File: config.mk
export PLATFORM = sky130hd
export DESIGN_NAME = uart_byte_rx_flat
export DESIGN_NICKNAME = d
export VERILOG_FILES = /design/src/rtl/uart_byte_rx_if.sv /design/src/rtl/uart_byte_rx.sv /design/src/flat_wrapper.sv
export SDC_FILE = /design/constraint.sdc
export NUM_CORES = 1
export LEC_CHECK = 0
export ABC_AREA = 0
export CORE_ASPECT_RATIO = 1.75
export CORE_UTILIZATION = 50
export DETAILED_ROUTE_END_ITERATION = 6
export PLACE_DENSITY = 0.66
export RECOVER_POWER = 25
export SETUP_SLACK_MARGIN = 0.15
export SLEW_MARGIN = 20
export SYNTH_ARGS = -nofsm -noshare
export SYNTH_HDL_FRONTEND = slang
export SYNTH_SLANG_ARGS = --single-unit
export TNS_END_PERCENT = 5
File: constraint.sdc
create_clock -name clock -period 4.81 [get_ports clock]
set_input_delay 0.481 -clock clock [delete_from_list [all_inputs] [get_ports clock]]
set_output_delay 0.481 -clock clock [all_outputs]
set_load 0.1 [all_outputs]
File: src/rtl/uart_byte_rx_if.sv
// Byte-stream handshake and error pulses between the UART receiver and its consumer.
interface uart_byte_rx_if;
  logic [7:0] data_out;
  logic       valid_out;
  logic       ready_in;
  logic       framing_error;
  logic       overrun;

  modport master (
    output data_out,
    output valid_out,
    output framing_error,
    output overrun,
    input  ready_in
  );

  modport slave (
    input  data_out,
    input  valid_out,
    input  framing_error,
    input  overrun,
    output ready_in
  );
endinterface

File: src/rtl/uart_byte_rx.sv
// 8N1 UART receiver: two-flop synchronizer, mid-bit sampling FSM and a one-deep
// ready/valid holding register with framing-error and overrun pulses.
module uart_byte_rx #(
  parameter int CLKS_PER_BIT = 104
) (
  input  logic           clock,
  input  logic           reset,
  input  logic           serial_rx,
  uart_byte_rx_if.master bus
);

  localparam int          HALF_BIT  = CLKS_PER_BIT / 2;
  localparam logic [11:0] HALF_LOAD = 12'(HALF_BIT - 1);
  localparam logic [11:0] BIT_LOAD  = 12'(CLKS_PER_BIT - 1);

  typedef enum logic [2:0] {
    IDLE  = 3'd0,
    START = 3'd1,
    DATA  = 3'd2,
    STOP  = 3'd3,
    BRK   = 3'd4
  } state_t;

  logic        rx_meta;
  logic        rx_s;
  state_t      state;
  logic [11:0] cnt;
  logic [2:0]  bit_idx;
  logic [7:0]  shift;
  logic        deliver;

  // Two-flop synchronizer; idle-high line resets to 1
  always_ff @(posedge clock or negedge reset) begin
    if (!reset) begin
      rx_meta <= 1'b1;
      rx_s    <= 1'b1;
    end else begin
      rx_meta <= serial_rx;
      rx_s    <= rx_meta;
    end
  end

  // Receive FSM plus holding register; a good stop sample raises deliver,
  // which loads the holding register one edge later
  always_ff @(posedge clock or negedge reset) begin
    if (!reset) begin
      state             <= IDLE;
      cnt               <= 12'd0;
      bit_idx           <= 3'd0;
      shift             <= 8'd0;
      deliver           <= 1'b0;
      bus.data_out      <= 8'd0;
      bus.valid_out     <= 1'b0;
      bus.framing_error <= 1'b0;
      bus.overrun       <= 1'b0;
    end else begin
      bus.framing_error <= 1'b0;
      bus.overrun       <= 1'b0;
      deliver           <= 1'b0;

      if (deliver) begin
        if (!bus.valid_out || bus.ready_in) begin
          bus.data_out  <= shift;
          bus.valid_out <= 1'b1;
        end else begin
          bus.overrun <= 1'b1;
        end
      end else if (bus.valid_out && bus.ready_in) begin
        bus.valid_out <= 1'b0;
      end else begin
        bus.valid_out <= bus.valid_out;
      end

      case (state)
        IDLE: begin
          if (!rx_s) begin
            cnt   <= HALF_LOAD;
            state <= START;
          end else begin
            state <= IDLE;
          end
        end
        START: begin
          if (cnt == 12'd0) begin
            if (!rx_s) begin
              cnt     <= BIT_LOAD;
              bit_idx <= 3'd0;
              state   <= DATA;
            end else begin
              state <= IDLE;
            end
          end else begin
            cnt <= cnt - 12'd1;
          end
        end
        DATA: begin
          if (cnt == 12'd0) begin
            shift[bit_idx] <= rx_s;
            cnt            <= BIT_LOAD;
            if (bit_idx == 3'd7) begin
              state <= STOP;
            end else begin
              bit_idx <= bit_idx + 3'd1;
            end
          end else begin
            cnt <= cnt - 12'd1;
          end
        end
        STOP: begin
          if (cnt == 12'd0) begin
            if (rx_s) begin
              deliver <= 1'b1;
              state   <= IDLE;
            end else begin
              bus.framing_error <= 1'b1;
              state             <= BRK;
            end
          end else begin
            cnt <= cnt - 12'd1;
          end
        end
        // A held-low line stays here so it yields a single framing error
        BRK: begin
          if (rx_s) begin
            state <= IDLE;
          end else begin
            state <= BRK;
          end
        end
        default: state <= IDLE;
      endcase
    end
  end

endmodule

File: src/flat_wrapper.sv
// flat-port wrapper written by rule: the top's interface ports become plain ports
module uart_byte_rx_flat 
#(
  parameter int CLKS_PER_BIT = 104
)
  (clock, reset, serial_rx, bus_data_out, bus_valid_out, bus_framing_error, bus_overrun, bus_ready_in);
  uart_byte_rx_if bus_i ();
  input  logic clock;
  input  logic reset;
  input  logic serial_rx;
  output wire logic [$bits(bus_i.data_out)-1:0] bus_data_out;
  output wire logic [$bits(bus_i.valid_out)-1:0] bus_valid_out;
  output wire logic [$bits(bus_i.framing_error)-1:0] bus_framing_error;
  output wire logic [$bits(bus_i.overrun)-1:0] bus_overrun;
  input wire logic [$bits(bus_i.ready_in)-1:0] bus_ready_in;
  assign bus_data_out = bus_i.data_out;
  assign bus_valid_out = bus_i.valid_out;
  assign bus_framing_error = bus_i.framing_error;
  assign bus_overrun = bus_i.overrun;
  assign bus_i.ready_in = bus_ready_in;
  uart_byte_rx #(.CLKS_PER_BIT(CLKS_PER_BIT)) u_core (.clock(clock), .reset(reset), .serial_rx(serial_rx), .bus(bus_i));
endmodule
==> run summary <==
The flow ran to the end, but the final reports show violations. The final reports fail on capacitance limit, slew limit. The minimum clock period works out to 2.43 ns. Counting along the longest clock path gives a buffer depth of 2. After clock tree synthesis, the clock-pin slew on the worst setup and hold paths is 0.07 ns. Dividing the detail-routed wire length by the instance count gives 15.0 um. The first routing iteration left 67 violations. The clock network burns 45.9% of the power. The number of CTS-inserted buffers came out at 5.

Final-report hold violation count: 0. The logs give 2.62 ns for the data arrival time of the worst path and 50.9% for the sequential-to-total area share from yosys stat. After technology mapping, the gate count stands at 186. dfrtp_1 is the most common cell in the netlist. The final layout contains routed wiring with a total length of 3690 um.

The die is 49.5 um wide. The root buffer cell chosen for the clock tree is clkbuf_8. Routability-driven placement finished with a final weighted congestion of 0.903.

The count of vias placed by the detailed router is 1439. Summed over all layers, the global routing overflow is 0. The repair_antennas step left the layout with diodes totalling 0.

Based on the critical path, the design can be clocked at up to 0.411 GHz. At the pin with the least slew margin, the transition time is 2.06 ns. The area share of the leading cell type in the synthesized netlist came out at 48.2%. After synthesis, the most frequently instantiated cells are dfrtp_1, nor2_1, nand2_1.

The synthesized design contains 40 register bits. The floorplan step set the die height to 85.1 um. The number of max-slew violations in the final report was 41.

The worst setup path is of the flip-flop to flip-flop kind. The worst hold path belongs to the class flip-flop to flip-flop. For the total die area, the log shows 4210 sq um. The most used flip-flop cell after synthesis is dfrtp_1. The via count of the first global-routing pass was 1442; the final-layout setup total negative slack was 0 ns.

The run gives 53.3% as the effective utilization at floorplan. The setup skew after layout was 0.00568 ns; the fraction of registers with async set/reset was 100%. After synthesis, the cell types taking the most area are dfrtp_1, mux2_2, nor2_1, mux2_1, nand2_1. The fraction of layout cells with a size suffix above 1 was 14.5%; the highest fanout seen on the critical path was 7. For the worst-case headroom to the max-slew limit, the log shows -37.2%. Sequential cells account for 52.7% of the total power. Setup repair after global routing left no endpoint under its margin. Internal power: 0.523 mW. The synthesized design contains 0 enable-type register cells.

Synthesis produced a netlist with a net count of 194. Net switching is 18.9% of the power. For the max-cap check violation count, the log shows 1.

The number of gates resized after CTS was 0. The deepest level of the CTS H-tree is 2, and the area overhead of the layout relative to synthesis is 13.8%. For this design, the CTS-stage hold fixing added 0 buffers.

Summed over all cells, the static leakage comes to 1.06 nW. The region available for standard cell placement spans 3700 sq um. During placement, the flow inserted port buffers numbering 14. Entering global routing, the biggest net connects 41 pins.

The slowest library cell on the worst path is or4_1. In the routed layout, each cell is associated on average with a via count of 5.85. The first detailed-routing pass ran for 4 iterations. A synthesized cell averages 10.6 sq um. Summed over all nets, the switching power comes to 0.122 mW. Counting every sink on the clock net gives 40. At the worst endpoint, the required time is 4.99 ns. The longest individual stage delay on the worst path works out to 0.71 ns. Yosys mapped the design onto 43 distinct sky130hd cell types. The total number of placement rows was 29; the relative contribution of combinational cells to total power was 1.4%. For the wire length of the first global-routing pass, the log shows 6450 um.

Total global-route track usage: 20.8%. The tools report the I/O pin count as 15. TritonCTS built the clock tree.

Prior to clock tree synthesis, the placed netlist has a worst setup slack of 2.37 ns. dfrtp_1 takes more of the synthesized area than any other cell. Number of warning messages in the yosys log: 0.

The detail route stage leaves a number of antenna-violating nets equal to 0. Setup violations remaining at the end of the flow were counted as 0. In the final design database the tool counted 207 nets. The number of buffers added for setup after CTS was 0.

Sort of element at the end of the critical path: a flip-flop. In this run the power density over the cells is 287 nW/um^2. The ratio of final minimum period to clock period came out at 50.6%. The tightest hold path in the finished design has a slack of 0.360 ns.

The tools report the area of the mapped netlist as 1970 sq um. The maximum vdd drop was 0.256 mV; the final worst slack was 2.38 ns. The signal on the critical path passes through or4_1, nor4_4, nand3b_1, nor3b_1, mux2_2. The total DRC errors in the routed layout is 0. STA classifies the critical path startpoint as a flip-flop. The run gives 0 as the number of antenna violations at the first check in global routing. The clock insertion delay at the later pin of the skew report was 0.29 ns.

Once detailed placement completed, the half-perimeter wirelength came to 2740 um.
cell type report:
type	count	area [sq um]
clock buffers	7	96.3
clock inverters	1	30.0
fillers	321	1460
inverters	6	22.5
multi-input cells	132	901
flip-flops and latches	40	1000
well taps	46	57.6
repair buffers	14	134
power by group through the flow:
stage | Clock (mW) | Sequential [mW] | Combinational (mW)
5_1_grt | 0.317 | 0.340 | 0.0112
4_1_cts | 0.304 | 0.339 | 0.0104
3_5_place_dp | 0 | 0.346 | 0.0104
6_report | 0.295 | 0.339 | 0.00930
2_1_floorplan | 0 | 0.345 | 0.00238
3_3_place_gp | 0 | 0.346 | 0.0101
path summary, 6_finish.rpt:
check,startpoint,to,slack (ns),cells past startpoint
setup / recovery,u_core.cnt[7],u_core.shift[4],2.38,5
hold / removal,u_core.rx_meta,u_core.rx_s,0.36,0
setup reg to reg,u_core.cnt[7],u_core.shift[4],2.38,5
hold reg to reg,u_core.rx_meta,u_core.rx_s,0.36,0
max in group asynchronous,reset,u_core.bit_idx[0],2.87,1
min in group asynchronous,reset,u_core.bus.overrun,0.77,1
cell usage in the layout (no fill, tap or decap), types with 3 or more instances in the layout:
cell type / instances
mux2_1: 5
clkbuf_8: 7
nor2_1: 18
mux2_2: 10
o21ai_1: 6
a21oi_1: 6
nand3b_1: 4
nor3_1: 10
nand2_1: 15
o21ai_0: 5
ha_1: 4
clkdlybuf4s50_1: 11
nand2b_1: 6
inv_1: 6
dfrtp_1: 38
a22o_1: 3
metrics by stage:
stage,std cells,utilization [%],total power [mW],area [sq um]
floorplan,186,-,0.347,1970
global placement,238,57.3,0.356,2120
detailed placement,238,57.3,0.356,2120
CTS,246,60.7,0.653,2250
global route,246,60.6,0.668,2240
finish,246,60.6,0.644,2240
routing by layer:
layer	vias up	track usage [%]	wire length [um]
met5	-	0	0
met4	0	14.5	155
met3	13	4.30	100
met2	28	37.0	2040
met1	704	21.1	1390
li1	694	-	-
cells by family (layout without fill, tap and decap cells):
logic type,count (synthesis),in the layout,share of synthesized area [%]
AND/OR/NAND/NOR,72,72,20.1
AO/OA/AOI/OAI,40,40,14.0
flip-flops,40,40,50.9
multiplexers,16,16,9.07
buffers and inverters,14,28,3.43
adder cells (fa/ha/maj),4,4,2.54
flip-flops by register name (all words and copies together) (netlist names):
register / flops
u_core.bit_idx: 3
u_core.bus.data_out: 8
u_core.bus.framing_error: 1
u_core.bus.overrun: 1
u_core.bus.valid_out: 1
u_core.cnt: 12
u_core.deliver: 1
u_core.rx_meta: 1
u_core.rx_s: 1
u_core.shift: 8
u_core.state: 3
worst max-delay path, delay by kind of cell, from the launching register on:
kind	cells	cell delay (ns)
multiplexers	1	0.37
AND/OR/NAND/NOR	4	1.50
flip-flops	1	0.44
(Power assumes the default switching activity.)
